## config.mk

```make
export PLATFORM = sky130hd
export DESIGN_NAME = viterbi_conv_encoder_flat
export DESIGN_NICKNAME = d
export VERILOG_FILES = /design/src/rtl/viterbi_conv_encoder_if.sv /design/src/rtl/viterbi_conv_encoder.sv /design/src/flat_wrapper.sv
export SDC_FILE = /design/constraint.sdc
export NUM_CORES = 1
export LEC_CHECK = 0
export BUFFER_PORTS_ARGS = -buffer_cell sky130_fd_sc_hd__buf_2
export CORE_AREA = 2 2 39 41
export CTS_CLUSTER_DIAMETER = 60
export DETAILED_ROUTE_END_ITERATION = 6
export DIE_AREA = 0 0 41 43
export PLACE_DENSITY = 0.3
export SKIP_LAST_GASP = 1
export SLEW_MARGIN = 20
export SYNTH_ARGS = -nofsm -noshare
export SYNTH_HDL_FRONTEND = slang
export SYNTH_SLANG_ARGS = --single-unit
```

## constraint.sdc

```tcl
create_clock -name clk -period 1.34 [get_ports clk]
set_input_delay 0.201 -clock clk [delete_from_list [all_inputs] [get_ports clk]]
set_output_delay 0.201 -clock clk [all_outputs]
set_load 0.05 [all_outputs]
```

## src/rtl/viterbi_conv_encoder_if.sv

```systemverilog
// Bit-in / symbol-out link of the rate-1/2 convolutional encoder.
// The master side supplies information bits; the slave side (the encoder)
// returns one 2-bit code symbol per accepted bit.
interface viterbi_conv_encoder_if;
  logic       bit_in;
  logic       bit_valid;
  logic [1:0] sym_out;
  logic       sym_valid;

  modport master (
    output bit_in,
    output bit_valid,
    input  sym_out,
    input  sym_valid
  );

  modport slave (
    input  bit_in,
    input  bit_valid,
    output sym_out,
    output sym_valid
  );
endinterface

```

## src/rtl/viterbi_conv_encoder.sv

```systemverilog
// Rate-1/2 feed-forward convolutional encoder, constraint length K.
// Each accepted bit yields one registered symbol {y0,y1}, where each output
// is the parity of the K-bit window {history, current bit} masked by its
// generator polynomial. No backpressure: one symbol per accepted bit.
module viterbi_conv_encoder #(
  parameter int         K      = 3,
  parameter logic [7:0] G0_OCT = 8'o07,
  parameter logic [7:0] G1_OCT = 8'o05
) (
  input  logic                       clk,
  input  logic                       rst,
  viterbi_conv_encoder_if.slave      enc
);

  localparam int          M  = K - 1;
  localparam logic [K-1:0] G0 = G0_OCT[K-1:0];
  localparam logic [K-1:0] G1 = G1_OCT[K-1:0];

  // Parity of the encoder window under one generator mask.
  function automatic logic gen_parity(input logic [K-1:0] win,
                                      input logic [K-1:0] gen);
    return ^(win & gen);
  endfunction

  logic [M-1:0] st_p0;
  logic [1:0]   sym_p0;
  logic         vld_p0;
  logic [K-1:0] sr;

  // Window: history above, current input bit at position 0. Its low M bits
  // are also the next state (oldest bit drops out), which covers M=1 too.
  assign sr = {st_p0, enc.bit_in};

  // ---- stage p0: symbol register and shift state ----
  // Reset clears history and outputs; an accepted bit encodes and shifts in.
  always_ff @(posedge clk) begin
    if (rst) begin
      st_p0  <= '0;
      sym_p0 <= 2'b00;
      vld_p0 <= 1'b0;
    end else if (enc.bit_valid) begin
      sym_p0 <= {gen_parity(sr, G0), gen_parity(sr, G1)};
      vld_p0 <= 1'b1;
      st_p0  <= sr[M-1:0];
    end else begin
      vld_p0 <= 1'b0;
    end
  end

  assign enc.sym_out   = sym_p0;
  assign enc.sym_valid = vld_p0;

endmodule

```

## src/flat_wrapper.sv

```systemverilog
// flat-port wrapper written by rule: the top's interface ports become plain ports
module viterbi_conv_encoder_flat 
#(
  parameter int         K      = 3,
  parameter logic [7:0] G0_OCT = 8'o07,
  parameter logic [7:0] G1_OCT = 8'o05
)
  (clk, rst, enc_bit_in, enc_bit_valid, enc_sym_out, enc_sym_valid);
  viterbi_conv_encoder_if enc_i ();
  input  logic clk;
  input  logic rst;
  input wire logic [$bits(enc_i.bit_in)-1:0] enc_bit_in;
  input wire logic [$bits(enc_i.bit_valid)-1:0] enc_bit_valid;
  output wire logic [$bits(enc_i.sym_out)-1:0] enc_sym_out;
  output wire logic [$bits(enc_i.sym_valid)-1:0] enc_sym_valid;
  assign enc_i.bit_in = enc_bit_in;
  assign enc_i.bit_valid = enc_bit_valid;
  assign enc_sym_out = enc_i.sym_out;
  assign enc_sym_valid = enc_i.sym_valid;
  viterbi_conv_encoder #(.K(K), .G0_OCT(G0_OCT), .G1_OCT(G1_OCT)) u_core (.clk(clk), .rst(rst), .enc(enc_i));
endmodule
```

* Word level (Yosys, flattened, before mapping)
Cells that the tools add are included.
W data, S select, Z words.
** Operators by class
- Muxes and demuxes :: 1
- Add/sub/neg operators :: 0
- Bitwise operators :: 0
- Equality and inequality tests :: 0
- Multipliers :: 0
- Reduce and logical (&&, ||, !) cells :: 2
- Shift operators :: 0
- Divide/modulo/power cells :: 0
- $lt $le $gt $ge :: 0
** Operators with widths (count)
- $reduce_xor A3 Y1 :: 2
- $mux W1 :: 1
** Storage, ports and cells
- Bits of input ports :: 4
- Logic and storage cells :: 6
- Latch bits :: 0
- Memories kept :: 0
- Output and inout port bits :: 3
- RAM bits :: 0
- Register bits after elaboration :: 5
- Memory bits (read-only) :: 0

* Longest topological paths before layout
Gate-level depths: netlist of run 1.
- Depth after elaboration :: 1
- Mapped depth :: 3
- Mapped depth without buffers :: 3

* Worst setup path after synthesis of run 1
Ideal clock, no wire load.
- Kind :: reg-to-reg
- From :: register u_core.st_p0[1]
- To :: register u_core.sym_p0[1], in the netlist u_core.enc.sym_out[1]
- Arrival time :: 0.970 ns
- Path buffers :: 0
- Required time :: 1.245 ns
- Slack :: 0.275 ns
- Stages on the path, launching flop included :: 4
- Setup time :: 0.095 ns
- Clock period less this slack :: 1.065 ns
- Cells stage by stage :: dfxtp_1 > xnor2_1 > or4b_1 > o311ai_1
** Between the ends
- Word-level cells in the longest chain between the ends :: 1
** RTL lines
- start, declared :: line viterbi_conv_encoder.sv:25 : logic [M-1:0] st_p0;
- start signal, assigned :: line viterbi_conv_encoder.sv:44 : st_p0 <= sr[M-1:0];
- $reduce_xor A3 Y1 :: line viterbi_conv_encoder.sv:22 : return ^(win & gen);
- end signal, assigned :: line viterbi_conv_encoder.sv:42 : sym_p0 <= {gen_parity(sr, G0), gen_parity(sr, G1)};
- end, declared :: line viterbi_conv_encoder.sv:26 : logic [1:0] sym_p0;
Every way passes these cells.
A chain may end at the register's enable or synchronous reset.

* Final worst setup path of run 1
Same ends and word-level chain as after synthesis.

==> results of run 1 <==
==> cell families after synthesis <==
| group | count (synthesis) |
|---|---|
| buffers and inverters | 2 |
| DFF | 5 |
| AOI/OAI and AO/OA | 2 |
| and+or+nand+nor | 6 |
| xor gates and xnor gates | 1 |
| muxes | 2 |
==> power by group through the flow <==
stage               Clock (W)  Combinational (W)  Sequential [W]
floorplan                   0          0.0000183        0.000188
global placement            0          0.0000554        0.000165
detailed placement          0          0.0000561        0.000166
CTS                  0.000182          0.0000565        0.000163
global route         0.000191          0.0000600        0.000164
finish               0.000171          0.0000553        0.000163
==> registers in the layout (all words and copies together), names as in the netlist <==
signal,cells
u_core.enc.sym_valid,1
u_core.enc.sym_out,2
u_core.st_p0,2
==> path summary, 6_finish.rpt <==
path | from | to | slack, ns | cells after the start
max | u_core.st_p0[1] | u_core.enc.sym_out[1] | 0.21 | 3
min | rst | u_core.st_p0[0] | 0.21 | 2
max reg2reg | u_core.st_p0[1] | u_core.enc.sym_out[1] | 0.21 | 3
min reg2reg | u_core.enc.sym_out[0] | u_core.enc.sym_out[0] | 0.48 | 2
==> critical path: cells and delay by family, from the launching register on <==
family	cells	cell delay, ns
simple gates	1	0.47
compound gates	1	0.10
xor+xnor	1	0.15
flops	1	0.31
==> layout by cell type (no fill, tap or decap) <==
master,Yosys,final
a211oi_1,1,1
nor2_1,3,3
clkbuf_4,0,3
dfxtp_1,5,5
clkbuf_1,0,1
o311ai_1,1,1
inv_1,1,1
buf_2,1,6
nor2b_1,1,1
xnor2_1,1,1
mux2i_1,2,2
or4b_1,1,1
nand4b_1,1,1
==> per-layer routing <==
| layer | share of wire | up-vias | track usage |
|---|---|---|---|
| met5 | 0 | - | 0 |
| met4 | 0 | 0 | 0.0400 |
| met3 | 0.17 | 0 | 0.0785 |
| met2 | 0.37 | 8 | 0.0563 |
| met1 | 0.46 | 72 | 0.0550 |
| li1 | - | 81 | - |
==> metrics by stage <==
step	worst slack, ns	cell area [um2]	hold WS [ns]	instances	power [W]
6_report	0.211	262	0.212	43	0.000389
3_3_place_gp	0.209	235	0.455	39	0.000221
4_1_cts	0.192	262	0.210	43	0.000402
2_1_floorplan	0.275	190	0.273	18	0.000206
3_5_place_dp	0.196	235	0.464	39	0.000222
5_1_grt	0.148	262	0.230	43	0.000415
==> layout make-up <==
| class | count | area share |
|---|---|---|
| tap | 16 | 0.0766 |
| sequential | 5 | 0.383 |
| timing repair buffer | 6 | 0.115 |
| multi-input combinational | 11 | 0.311 |
| inverter | 1 | 0.0144 |
| clock buffer | 4 | 0.100 |
==> results_dict.tcl, run 1 <==
set metrics [dict create \
    outcome "finished clean" \
    yosys.area_share.simple 0.191 \
    cts_buffers 3 \
    p_leak_nw 0.112 \
    clk_latency_ns 0.24 \
    cp.arrival_ns 1.27 \
    ios 7 \
    root_buffer "clkbuf_4" \
    ys.flop_type "dfxtp_1" \
    via_per_inst 3.74 \
    cp_max_fo 3 \
    cts.clk_slew.worst_paths_ns 0.04 \
    grt_pass1_vias 147 \
    dr.pass1.iters 2 \
    avgSynthCellArea_um2 10.6 \
    rows 14 \
    area_growth_pct 37.5 \
    max_stage_delay_ns 0.47 \
    hold_class "input port to flip-flop" \
    worst_pin_slew_ns 0.253 \
    ys_seq_elements 5 \
    slew_viol_final 0 \
    final_core_util 0.189 \
    required_ns 1.48 \
    n_antenna_cell 0 \
    drc 0 \
    fin_nets 32 \
    place.gp.congestion 0.679 \
    yosys-top-cells-count "dfxtp_1 (5), nor2_1 (3), mux2i_1 (2)" \
    synth_top_cells_by_area "dfxtp_1 (53%), mux2i_1 (11%), nor2_1 (5.9%)" \
    path_class "flip-flop to flip-flop" \
    postRouteAntennaNets 0 \
    finClkSkew_ns 0.00244 \
    dieArea_um2 1760 \
    rsz0062_at_grt "false" \
    grt.overflow.total 0 \
    worst_setup_path_start_kind "flip-flop" \
    finalSetupViolations 0 \
    die_h_um 43 \
    crit_slowest_cell "or4b_1" \
    hpwlAfterDp_um 265 \
    cts_tree "done" \
    grt_pass1_wl_um 565 \
    htreeDepth 1 \
    via_count 161 \
    drt_iter0_markers 2 \
    combinationalPowerShare 0.142 \
    yosysWarnings 0 \
    fin_setup_tns_ns 0 \
    netlist_area_um2 190 \
    netSwitchingFraction 0.260 \
    layout-drive-gt1-share 0.333 \
    clkPwrFrac 0.440 \
    track_usage 0.0563 \
    synth.distinct_cells 11 \
    sequentialPowerShare 0.418 \
    core_um2 1380 \
    layout.area.seq_um2 100 \
    crit_chain "xnor2_1 > or4b_1 > o311ai_1" \
    die_x_um 41 \
    synth-seq-area-share 0.526 \
    synth-edff-count 0 \
    cts-hold-fix-buffers 0 \
    multi_input_area_um2 81.3 \
    synth_compound_area_frac 0.0855 \
    p_per_area_nw_per_um2 1490 \
    cts_resized 0 \
    p_int_w 0.000288 \
    syn_inst 18 \
    maxCapViolations 0 \
    synth.top_cell.area_share 0.526 \
    synthXorXnorAreaFrac 0.0461 \
    antenna_found_initial 0 \
    post_drt_wl_per_cell_um 8.40 \
    clock_sinks 5 \
    fin_crit_sh 0.843 \
    synth_top_family_by_area "simple AND/OR/NAND/NOR gates" \
    clk_path_buf_depth 2 \
    hold_violations 0 \
    io_buffers 6 \
    post_cts_buffers 0 \
    grt_start_max_net_pins 9 \
    synth_nets 22 \
    yosysMostFrequentCell "dfxtp_1" \
    start_util 0.137 \
    routed_wl_um 361 \
    power_switching_w 0.000101 \
    max_freq_ghz 0.886 \
    synthMuxAreaShare 0.105 \
    fillerInstances 158 \
    max_slew_margin 0.830 \
    end_kind "flip-flop" \
    yosysTopAreaCell "dfxtp_1" \
    async_flop_share 0 \
    synth-adder-area-share 0 \
    irDropWorstVdd_mv 0.660 \
    min_period_ns 1.13 \
]
(Power assumes the default switching activity.)
==> inputs of run 2 (changes only) <==
==> constraint.sdc (replaced) <==
create_clock -name clk -period 1.1 [get_ports clk]
set_input_delay 0.165 -clock clk [delete_from_list [all_inputs] [get_ports clk]]
set_output_delay 0.165 -clock clk [all_outputs]
set_load 0.05 [all_outputs]
==> results_dict.tcl, run 2 (synthesized netlist as in run 1, its figures left out) <==
set metrics [dict create \
    slew_viol_final 0 \
    root_buffer "clkbuf_4" \
    core_um2 1380 \
    hold_class "input port to flip-flop" \
    drc 0 \
    final_cell_mix "buf_2 (6), dfxtp_1 (5), nor2_1 (3), clkbuf_4 (3), buf_4 (3)" \
    layout-drive-gt1-share 0.400 \
    grt_start_max_net_pins 8 \
    clk_latency_ns 0.24 \
    worst_pin_slew_ns 0.257 \
    cp_num_cells 3 \
    ios 7 \
    worstHoldStart "enc_bit_in" \
    reg2reg_to "u_core.enc.sym_out[1]" \
    post_cts_buffers 0 \
    grt_pass1_wl_um 621 \
    min_period_ns 1.09 \
    path_buf_inv 0 \
    cp_max_fo 2 \
    via_per_inst 3.61 \
    htreeDepth 1 \
    r2r-start "u_core.st_p0[1]" \
    dp.cells 42 \
    io_buffers 6 \
    critical_path.startpoint "u_core.st_p0[1]" \
    die_h_um 43 \
    crit_chain "xnor2_1 > or4b_1 > o311ai_1" \
    n_antenna_cell 0 \
    rr_worst_depth 3 \
    clk_path_buf_depth 2 \
    antenna_found_initial 0 \
    end_kind "flip-flop" \
    fillerInstances 156 \
    grt.overflow.total 0 \
    dieArea_um2 1760 \
    rrSetupSlack_ns 0.01 \
    fin_nets 35 \
    die_x_um 41 \
    p_leak_nw 0.126 \
    final_common_cell "buf_2" \
    max_stage_delay_ns 0.47 \
    max_freq_ghz 0.919 \
    postRouteAntennaNets 0 \
    finClkSkew_ns 0.00359 \
    rows 14 \
    cts_buffers 3 \
    place.gp.congestion 0.714 \
    track_usage 0.0594 \
    crit_slowest_cell "or4b_1" \
    critPathTopFamily "simple AND/OR/NAND/NOR gates" \
    clock_sinks 5 \
    required_ns 1.24 \
    final_core_util 0.205 \
    maxCapViolations 0 \
    fin_cells 46 \
    post_drt_wl_per_cell_um 7.93 \
    via_count 166 \
    outcome "finished clean" \
    drt_iter0_markers 0 \
    crit_end "u_core.enc.sym_out[1]" \
    hold_violations 0 \
    rsz0062_at_grt "true" \
    area_growth_pct 49.3 \
    start_util 0.137 \
    cts_tree "done" \
    cts.clk_slew.worst_paths_ns 0.05 \
    cp.arrival_ns 1.23 \
    routed_wl_um 365 \
    dr.pass1.iters 1 \
    path_class "flip-flop to flip-flop" \
    irDropWorstVdd_mv 0.560 \
    finalSetupViolations 0 \
    grt_pass1_vias 163 \
    max_slew_margin 0.830 \
    worst_setup_path_start_kind "flip-flop" \
    p_per_area_nw_per_um2 1720 \
    fin_crit_sh 0.989 \
    cts-hold-fix-buffers 0 \
]
## run 2: metrics by stage
stage	power [W]	TNS (ns)	setup slack (ns)	hold WS, ns	cell area [um2]
floorplan	0.000251	0	0.0350	0.237	190
global placement	0.000280	0	0.0236	0.439	258
detailed placement	0.000280	0	0.0115	0.449	258
CTS	0.000499	0	0.00886	0.193	284
global route	0.000512	-0.0213	-0.0213	0.226	284
finish	0.000487	0	0.0121	0.199	284
## run 2: worst register-to-register path: stages, from the launching register on
cell and delay (ns):
dfxtp_1 0.31, xnor2_1 0.13, or4b_1 0.47, o311ai_1 0.08
## run 2: layer usage
layer  share of wire  wire length [um]  GRT usage
met5               0                 0          0
met4               0                 0     0.0400
met3            0.17                61     0.0785
met2            0.38               139     0.0594
met1            0.45               165     0.0615
## run 2: worst min-delay path by stage
stage          depth (start not counted)                    to
4_1_cts                                3       u_core.st_p0[0]
3_5_place_dp                           3       u_core.st_p0[0]
6_report                               3       u_core.st_p0[0]
2_1_floorplan                          1  u_core.enc.sym_valid
3_3_place_gp                           3       u_core.st_p0[0]
5_1_grt                                3       u_core.st_p0[0]
## run 2: final cells by class
type,count,area [um2],share of cell area
sequential,5,100,0.352
clock buffer,4,26.3,0.0925
timing repair buffer,9,52.6,0.185
tap,16,20.0,0.0705
inverter,1,3.75,0.0132
multi-input combinational,11,81.3,0.286
## run 2: timing repair
action                     CTS  global route
setup endpoints to repair    1             1
gates resized for setup      0             0
pin swaps                    1             0
## run 2: power breakdown
group / total, W / switching [W] / internal (W)
combinational: 0.0000767 / 0.0000477 / 0.0000290
sequential: 0.000199 / 0.00000549 / 0.000193
clock: 0.000212 / 0.0000750 / 0.000137
total: 0.000487 / 0.000128 / 0.000359
==> inputs of run 3 (changes only) <==
--- a/config.mk
+++ b/config.mk
@@ -10,6 +10,7 @@
 export CTS_CLUSTER_DIAMETER = 60
 export DETAILED_ROUTE_END_ITERATION = 6
 export DIE_AREA = 0 0 41 43
+export MAX_ROUTING_LAYER = met4
 export PLACE_DENSITY = 0.3
 export SKIP_LAST_GASP = 1
 export SLEW_MARGIN = 20
==> constraint.sdc (replaced) <==
create_clock -name clk -period 1.1 [get_ports clk]
set_input_delay 0.22 -clock clk [delete_from_list [all_inputs] [get_ports clk]]
set_output_delay 0.22 -clock clk [all_outputs]
set_load 0.05 [all_outputs]
==> results_dict.tcl, run 3 (synthesized netlist as in run 1, its figures left out) <==
set metrics [dict create \
    outcome "finished clean" \
    postRouteAntennaNets 0 \
    antenna_found_initial 0 \
    layout-drive-gt1-share 0.433 \
    cts_buffers 3 \
    setup_ws_ns 0.0110 \
    fin_cells 46 \
    final_cell_area_um2 285 \
    via_per_inst 3.72 \
    power_w 0.000491 \
    root_buffer "clkbuf_4" \
    die_h_um 43 \
    ios 7 \
    post_cts_buffers 0 \
    worst_pin_slew_ns 0.248 \
    irDropWorstVdd_mv 0.594 \
    io_buffers 6 \
    hpwlAfterDp_um 301 \
    path_class "flip-flop to flip-flop" \
    post_drt_wl_per_cell_um 8.83 \
    grt_pass1_vias 155 \
    drc 0 \
    grt_start_max_net_pins 8 \
    max_freq_ghz 0.918 \
    dieArea_um2 1760 \
    start_util 0.137 \
    final_cell_mix "buf_2 (6), dfxtp_1 (4), nor2_1 (3), clkbuf_4 (3), buf_4 (3)" \
    hold_violations 0 \
    grt_pass1_wl_um 641 \
    via_count 171 \
    worst_setup_path_start_kind "flip-flop" \
    finalSetupViolations 0 \
    clk_latency_ns 0.24 \
    clk_path_buf_depth 2 \
    dpl-instance-area_um2 258 \
    max_slew_margin 0.836 \
    cp_max_fo 2 \
    grt.overflow.total 0 \
    end_kind "flip-flop" \
    fin_nets 35 \
    cts.clk_slew.worst_paths_ns 0.04 \
    fin_crit_sh 0.990 \
    hold_class "input port to flip-flop" \
    required_ns 1.25 \
    p_leak_nw 0.127 \
    finClkSkew_ns 0.000425 \
    dp_slack_ns -0.0241 \
    area_growth_pct 50.0 \
    fin_setup_tns_ns 0 \
    slew_viol_final 0 \
    rsz0062_at_grt "true" \
    n_antenna_cell 0 \
    clock_sinks 5 \
    dr.pass1.iters 2 \
    track_usage 0.0658 \
    core_um2 1380 \
    cp.arrival_ns 1.24 \
    p_per_area_nw_per_um2 1720 \
    routed_wl_um 406 \
    dp.cells 42 \
    rows 14 \
    maxCapViolations 0 \
    die_x_um 41 \
    place.gp.congestion 0.694 \
    cts_tree "done" \
    final_common_cell "buf_2" \
    drt_iter0_markers 2 \
    htreeDepth 1 \
    min_period_ns 1.09 \
]
-- run 3: cell types whose count changed in the layout (fill, tap and decap cells not counted) --
cell / previous run / this run
dfxtp_1: 5 / 4
dfxtp_2: 0 / 1
-- run 3: final cells by class --
type                    count  area [um2]
fillers                   164        1100
inverters                   1        3.75
well taps                  16        20.0
multi-input cells          11        81.3
flip-flops and latches      5         101
clock buffers               4        26.3
repair buffers              9        52.6
-- run 3: final timing paths --
check	from	endpoint	slack, ns	depth (start not counted)
worst max-delay path	u_core.st_p0[1]	u_core.enc.sym_out[1]	0.01	3
worst min register to register	u_core.enc.sym_out[0]	u_core.enc.sym_out[0]	0.48	2
worst min-delay path	enc_bit_in	u_core.st_p0[0]	0.25	3
worst max register to register	u_core.st_p0[1]	u_core.enc.sym_out[1]	0.01	3
-- run 3: critical path: stages, from the launching register on --
cell and delay [ns]:
dfxtp_2 0.32, xnor2_1 0.12, or4b_1 0.47, o311ai_1 0.09
-- run 3: repair_timing --
action / 4_1_cts / 5_1_grt
resized for setup: 1 / 0
pin swaps: 0 / 0
setup endpoints to repair: 1 / 1
hold buffers: 0 / 0
-- run 3: routing by layer --
layer | wire (um) | part of all wire | track usage
met1 | 196 | 0.48 | 0.0707
met4 | 0 | 0 | 0.0200
met5 | 0 | 0 | -
met2 | 140 | 0.34 | 0.0625
met3 | 69 | 0.17 | 0.0995
-- run 3: where the power goes --
group / total, W / internal, W / switching, W
Clock: 0.000215 / 0.000137 / 0.0000774
Sequential: 0.000199 / 0.000193 / 0.00000536
Combinational: 0.0000776 / 0.0000291 / 0.0000485
-- run 3: metrics by stage --
stage | utilization | hold WS [ns]
2_1_floorplan | - | 0.292
3_3_place_gp | 0.186 | 0.476
3_5_place_dp | 0.186 | 0.483
4_1_cts | 0.206 | 0.243
5_1_grt | 0.206 | 0.268
6_report | 0.206 | 0.247
